**src/rtl/mem_arb_pkg.sv**
```systemverilog
// Shared types and sizing helpers for the memory-port arbiter and related arbiters.
package mem_arb_pkg;

  typedef enum logic {
    OPEN,
    BURST
  } arb_state_e;

  function automatic int clog2(input int value);
    int width;
    width = 0;
    for (int i = 0; i < 31; i++) begin
      if ((1 << i) < value) width = i + 1;
    end
    return width;
  endfunction

  // Counter must be able to hold MAX_BURST itself, hence the +1.
  function automatic int burst_cnt_width(input int maxBurst);
    return clog2(maxBurst + 1);
  endfunction

endpackage

```
**src/rtl/rr_pick.sv**
```systemverilog
// Combinational rotating-priority picker: first set request at or after start_i, wrapping.
module rr_pick #(
  parameter int N    = 3,
  parameter int IDXW = (N > 1) ? $clog2(N) : 1
) (
  input  logic [N-1:0]    req_i,
  input  logic [IDXW-1:0] start_i,
  output logic [N-1:0]    onehot_o,
  output logic [IDXW-1:0] idx_o,
  output logic            valid_o
);

  always_comb begin
    logic [IDXW-1:0] candIdx;
    onehot_o = '0;
    idx_o    = '0;
    valid_o  = 1'b0;
    candIdx  = '0;
    for (int k = 0; k < N; k++) begin
      candIdx = IDXW'((int'(start_i) + k) % N);
      if (!valid_o && req_i[candIdx]) begin
        valid_o           = 1'b1;
        idx_o             = candIdx;
        onehot_o[candIdx] = 1'b1;
      end
    end
  end

endmodule

```
**src/rtl/mem_port_arbiter.sv**
```systemverilog
// Round-robin arbiter with burst locking that shares one data-memory port among
// several requesters and routes fixed-latency read data back to the issuer.
module mem_port_arbiter
  import mem_arb_pkg::*;
#(
  parameter int NUM_REQ    = 3,
  parameter int ADDR_WIDTH = 16,
  parameter int DATA_WIDTH = 16,
  parameter int MAX_BURST  = 8
) (
  input  logic                          clock,
  input  logic                          reset_n,
  input  logic [NUM_REQ-1:0]            req,
  input  logic [NUM_REQ-1:0]            we,
  input  logic [NUM_REQ-1:0]            lock,
  input  logic [NUM_REQ*ADDR_WIDTH-1:0] addr,
  input  logic [NUM_REQ*DATA_WIDTH-1:0] wdata,
  output logic [NUM_REQ-1:0]            gnt,
  output logic [NUM_REQ-1:0]            rvalid,
  output logic [DATA_WIDTH-1:0]         rdata,
  output logic [ADDR_WIDTH-1:0]         mem_address,
  output logic [DATA_WIDTH-1:0]         mem_write_data,
  output logic                          mem_write_enable,
  input  logic [DATA_WIDTH-1:0]         mem_read_data
);

  localparam int IDXW = clog2(NUM_REQ);
  localparam int CNTW = burst_cnt_width(MAX_BURST);

  arb_state_e      state_q, state_d;
  logic [IDXW-1:0] owner_q, owner_d;
  logic [IDXW-1:0] rrPtr_q, rrPtr_d;
  logic [CNTW-1:0] burstCnt_q, burstCnt_d;

  logic [NUM_REQ-1:0]    gnt_q, gnt_d;
  logic [NUM_REQ-1:0]    rvalid_q, rvalid_d;
  logic [DATA_WIDTH-1:0] rdata_q, rdata_d;
  logic [ADDR_WIDTH-1:0] memAddr_q, memAddr_d;
  logic [DATA_WIDTH-1:0] memWdata_q, memWdata_d;
  logic                  memWe_q, memWe_d;
  logic                  inflight_q, inflight_d;
  logic [IDXW-1:0]       tag_q, tag_d;

  logic [NUM_REQ-1:0] pickOneHot;
  logic [IDXW-1:0]    pickIdx;
  logic               pickValid;
  logic               ownerHolds;
  logic               winValid;
  logic [IDXW-1:0]    winIdx;
  logic [NUM_REQ-1:0] winOneHot;

  rr_pick #(
    .N    (NUM_REQ),
    .IDXW (IDXW)
  ) u_pick (
    .req_i    (req),
    .start_i  (rrPtr_q),
    .onehot_o (pickOneHot),
    .idx_o    (pickIdx),
    .valid_o  (pickValid)
  );

  assign ownerHolds = (state_q == BURST) && req[owner_q] && lock[owner_q] &&
                      (burstCnt_q != CNTW'(MAX_BURST));

  always_ff @(posedge clock or negedge reset_n) begin
    if (!reset_n) begin
      state_q    <= OPEN;
      owner_q    <= '0;
      rrPtr_q    <= '0;
      burstCnt_q <= '0;
      gnt_q      <= '0;
      rvalid_q   <= '0;
      rdata_q    <= '0;
      memAddr_q  <= '0;
      memWdata_q <= '0;
      memWe_q    <= 1'b0;
      inflight_q <= 1'b0;
      tag_q      <= '0;
    end else begin
      state_q    <= state_d;
      owner_q    <= owner_d;
      rrPtr_q    <= rrPtr_d;
      burstCnt_q <= burstCnt_d;
      gnt_q      <= gnt_d;
      rvalid_q   <= rvalid_d;
      rdata_q    <= rdata_d;
      memAddr_q  <= memAddr_d;
      memWdata_q <= memWdata_d;
      memWe_q    <= memWe_d;
      inflight_q <= inflight_d;
      tag_q      <= tag_d;
    end
  end

  // rrPtr stays at owner+1 throughout a burst, so leaving a burst just resumes the rotation.
  always_comb begin
    state_d    = state_q;
    owner_d    = owner_q;
    rrPtr_d    = rrPtr_q;
    burstCnt_d = burstCnt_q;
    winValid   = 1'b0;
    winIdx     = '0;
    winOneHot  = '0;
    if (ownerHolds) begin
      winValid   = 1'b1;
      winIdx     = owner_q;
      winOneHot  = NUM_REQ'(1) << owner_q;
      burstCnt_d = burstCnt_q + CNTW'(1);
    end else begin
      state_d    = OPEN;
      burstCnt_d = '0;
      if (pickValid) begin
        winValid  = 1'b1;
        winIdx    = pickIdx;
        winOneHot = pickOneHot;
        rrPtr_d   = (pickIdx == IDXW'(NUM_REQ - 1)) ? '0 : pickIdx + IDXW'(1);
        if (lock[pickIdx]) begin
          state_d    = BURST;
          owner_d    = pickIdx;
          burstCnt_d = CNTW'(1);
        end
      end
    end
  end

  always_comb begin
    gnt_d      = winOneHot;
    memAddr_d  = memAddr_q;
    memWdata_d = memWdata_q;
    memWe_d    = 1'b0;
    inflight_d = 1'b0;
    tag_d      = tag_q;
    if (winValid) begin
      memAddr_d  = addr[int'(winIdx) * ADDR_WIDTH +: ADDR_WIDTH];
      memWdata_d = wdata[int'(winIdx) * DATA_WIDTH +: DATA_WIDTH];
      memWe_d    = we[winIdx];
      inflight_d = !we[winIdx];
      tag_d      = winIdx;
    end
    // Memory output registered on the falling edge is stable by the next rising edge.
    rvalid_d = inflight_q ? (NUM_REQ'(1) << tag_q) : '0;
    rdata_d  = inflight_q ? mem_read_data : rdata_q;
  end

  assign gnt              = gnt_q;
  assign rvalid           = rvalid_q;
  assign rdata            = rdata_q;
  assign mem_address      = memAddr_q;
  assign mem_write_data   = memWdata_q;
  assign mem_write_enable = memWe_q;

endmodule

```
**config.mk**
```make
export PLATFORM = sky130hd
export DESIGN_NAME = mem_port_arbiter
export DESIGN_NICKNAME = d
export VERILOG_FILES = /design/src/rtl/mem_arb_pkg.sv /design/src/rtl/rr_pick.sv /design/src/rtl/mem_port_arbiter.sv
export SDC_FILE = /design/constraint.sdc
export NUM_CORES = 1
export LEC_CHECK = 0
export ABC_CLOCK_PERIOD_IN_PS = 2580
export CORE_MARGIN = 5
export CORE_UTILIZATION = 27
export DETAILED_ROUTE_END_ITERATION = 12
export PLACE_DENSITY_LB_ADDON = 0.3
export SYNTH_ARGS = -nofsm -noshare
export SYNTH_HDL_FRONTEND = slang
export SYNTH_SLANG_ARGS = --single-unit
```
**constraint.sdc**
```tcl
create_clock -name clock -period 2.58 [get_ports clock]
set_input_delay 0.516 -clock clock [delete_from_list [all_inputs] [get_ports clock]]
set_output_delay 0.516 -clock clock [all_outputs]
set_load 0.005 [all_outputs]
```
==> flow_summary.json <==
{
  "post_syn_area_per_cell_um2": 10.8,
  "final.hold.worst_slack_ns": 0.296,
  "initial_antenna_violation_count": 0,
  "finalCritPeriodShare_pct": 96.5,
  "boundaryPins": 178,
  "drt-total-wl_um": 12600,
  "yosysSeqAreaShare_pct": 43.2,
  "syn-cell-area_mm2": 0.00388,
  "vias_per_cell": 4.74,
  "achievable-frequency_ghz": 0.402,
  "power.static_leakage_nw": 2.81,
  "netlist.area_leader.share_pct": 43.2,
  "pin_count_of_the_biggest_net_entering_global_routing": 68,
  "cts_tree": "done",
  "netSwitchingFraction_pct": 37.7,
  "crit_path_start_kind": "input pin",
  "max_cap_viol_count": 0,
  "timing.critical_path.required_ns": 2.78,
  "final.setup_skew_ns": 0.00824,
  "synth_seq_cells": 67,
  "synthDominantAreaCellType": "dfrtp_1",
  "irDropWorstVdd_uv": 835,
  "cts_max_level": 3,
  "insertion_delay_ns": 0.33,
  "clkSinkCount": 67,
  "worst_setup_path_end_kind": "register",
  "max_slew.worst_pin.slew_ns": 0.862,
  "switching_power_mw": 3.35,
  "layout-area-overhead-vs-synth_pct": 71.9,
  "timing_hold_violations_final": 0,
  "layout.filler_cells": 1297,
  "outcome": "complete, no violations",
  "fp.dieArea_mm2": 0.0169,
  "ys_async_rst_share_pct": 100,
  "combPwrFrac_pct": 64.3,
  "setup_viol_count_final": 0,
  "drive_gt1_share_pct": 25.7,
  "synth.top_cells.by_area": "dfrtp_1 (43%), o211ai_2 (9.7%), mux2i_1 (8.8%)",
  "cts.reportedPaths.clkPinSlew_ns": 0.06,
  "wl_per_cell_um": 16.6,
  "globalRouteTotalUtil_pct": 14.6,
  "syn-num-nets": 489,
  "seq_power_share_pct": 21.7,
  "critical_path.slowest_cell": "clkdlybuf4s50_1",
  "floorplan.rows": 43,
  "vert_die_dim_um": 130,
  "grt.overflow.total": 0,
  "syn_inst": 360,
  "io_buffers": 177,
  "synth.top_cells.by_count": "dfrtp_1 (67), nand2_1 (40), o21ai_0 (38), mux2i_1 (34), o211ai_2 (30)",
  "grt_pass1_vias": 3848,
  "powerDensity_mw_per_mm2": 1330,
  "totalPowerFinal_mw": 8.88,
  "globalplace.congestion": 0.860,
  "synth_enable_flop_cells": 0,
  "max-slew-margin-rel_pct": 42.5,
  "antennaDiodeCount": 0,
  "fp.coreArea_mm2": 0.0140,
  "path_max_fanout": 26,
  "cts_buffers": 9,
  "hpwlAfterDp_um": 9300,
  "cpPeakStageDelay_ns": 0.53,
  "grt_setup_unrepaired": "yes",
  "final_net_count": 700,
  "detail-route-antenna-nets": 0,
  "detailed_routing_iteration_count_for_the_pre_antenna_repair_pass": 4,
  "buffer_depth_of_the_longest_clock_path": 2,
  "dominantRegCellSynth": "dfrtp_1",
  "iteration_0_drc_markers": 144,
  "die_span_x_um": 130,
  "ys_warn_count": 0,
  "internal_power_mw": 5.53,
  "worstHoldPathType": "in -> async",
  "drcViolationCount": 0,
  "cts_root_buf": "clkbuf_16",
  "yosys.cell_types.count": 55,
  "post-synth-top-count-cell": "dfrtp_1",
  "worst_path_arrival_time_ns": 2.69,
  "grt_pass1_wl_um": 19400,
  "worst_setup_path_class": "in -> reg",
  "period_needed_ns": 2.49,
  "timing.critical_path.cells": "clkdlybuf4s50_1, and4b_1, o311ai_4, o31ai_4, a211o_1, nand3_2, buf_12, o211ai_1",
  "cts.hold.buffers_added": 0,
  "clockPowerShare_pct": 14.0,
  "via_count": 3584,
  "initial_util_pct": 27.8,
  "report.final.slew_viol_count": 0
}
==> cells by family after synthesis <==
kind of cell | Yosys count | synth area share (%)
buf+inv | 35 | 4.83
fa+ha+maj | 6 | 1.93
xor+xnor | 2 | 0.451
simple gates | 92 | 13.1
mux | 51 | 13.7
flops | 67 | 43.2
compound gates | 107 | 22.8
==> worst max-delay path, delay by kind of cell <==
kind | cells | cell delay, ns
AND/OR/NAND/NOR | 2 | 0.46
AO/OA/AOI/OAI | 4 | 0.93
buffers and inverters | 2 | 0.74
==> power by group through the flow <==
stage	logic, mW	clock network, mW	registers (mW)
floorplan	3.06	0	1.90
global placement	5.28	0	1.93
detailed placement	5.37	0	1.95
CTS	5.42	1.28	1.93
global route	6.20	1.34	2.00
finish	5.71	1.24	1.93
==> cell type report <==
cell class	count	area (µm²)	share of cell area, %
clock buffers	11	243	3.64
clock inverters	5	62.6	0.937
inverters	10	37.5	0.562
multi-input cells	258	2220	33.3
flip-flops and latches	67	1680	25.1
well taps	180	225	3.37
repair buffers	225	2210	33.1
==> worst paths after layout <==
check / from / endpoint / slack, ns / cells after the start
max reg2reg: rrPtr_q[1]$_DFFE_PN0N_ / owner_q[0]$_DFFE_PN0P_ / 0.10 / 10
min in group clock: tag_q[1]$_DFFE_PN0P_ / rvalid[0]$_DFF_PN0_ / 0.48 / 1
max: req[1] / mem_address[7]$_DFFE_PN0P_ / 0.09 / 8
max in group asynchronous: reset_n / mem_write_data[8]$_DFFE_PN0P_ / 1.71 / 1
min reg2reg: tag_q[1]$_DFFE_PN0P_ / rvalid[0]$_DFF_PN0_ / 0.48 / 1
min: reset_n / owner_q[1]$_DFFE_PN0P_ / 0.30 / 1
==> routing by layer <==
| metal | vias up | track usage [%] | part of all wire, % |
|---|---|---|---|
| met5 | - | 0 | 0 |
| met1 | 1709 | 17.9 | 42 |
| met3 | 17 | 2.91 | 7.0 |
| met2 | 122 | 25.1 | 49 |
| met4 | 0 | 5.50 | 1.7 |
| li1 | 1736 | - | - |
==> sequential cells by signal, summed over array words and instances, names as in the netlist <==
name / flops
rdata: 16
state_q: 1
mem_address: 16
gnt: 3
rvalid: 3
rrPtr_q: 2
owner_q: 2
mem_write_enable: 1
inflight_q: 1
tag_q: 2
mem_write_data: 16
burstCnt_q: 4
==> repair_timing <==
action / in CTS / in global routing
setup endpoints to repair: 26 / 41
cloned: 0 / 1
resized for setup: 5 / 36
pin swaps: 0 / 5
setup buffers: 0 / 2
==> cells in the final DEF (no fill, tap or decap), types with 4 or more instances in the layout <==
master / count
mux2i_1: 16
a21oi_1: 7
nand2_1: 40
nand3b_1: 5
nand2b_1: 5
buf_4: 42
buf_12: 4
o211ai_2: 30
nor2_1: 9
nand3_1: 6
clkbuf_16: 10
dfrtp_1: 67
mux2i_2: 13
mux2i_4: 5
ha_1: 4
clkdlybuf4s50_1: 175
o21ai_0: 37
inv_1: 9
mux2_2: 16
==> through the flow <==
stage	setup WS [ns]	utilization (%)	TNS, ns	area (µm²)	cells
floorplan	0.155	-	0	3880	360
global placement	-0.270	43.8	-8.89	6120	737
detailed placement	-0.296	43.8	-9.54	6120	737
CTS	0.00468	46.2	0	6460	753
global route	-0.0419	47.7	-0.217	6670	756
finish	0.0900	47.7	0	6670	756
(Power assumes the default switching activity.)
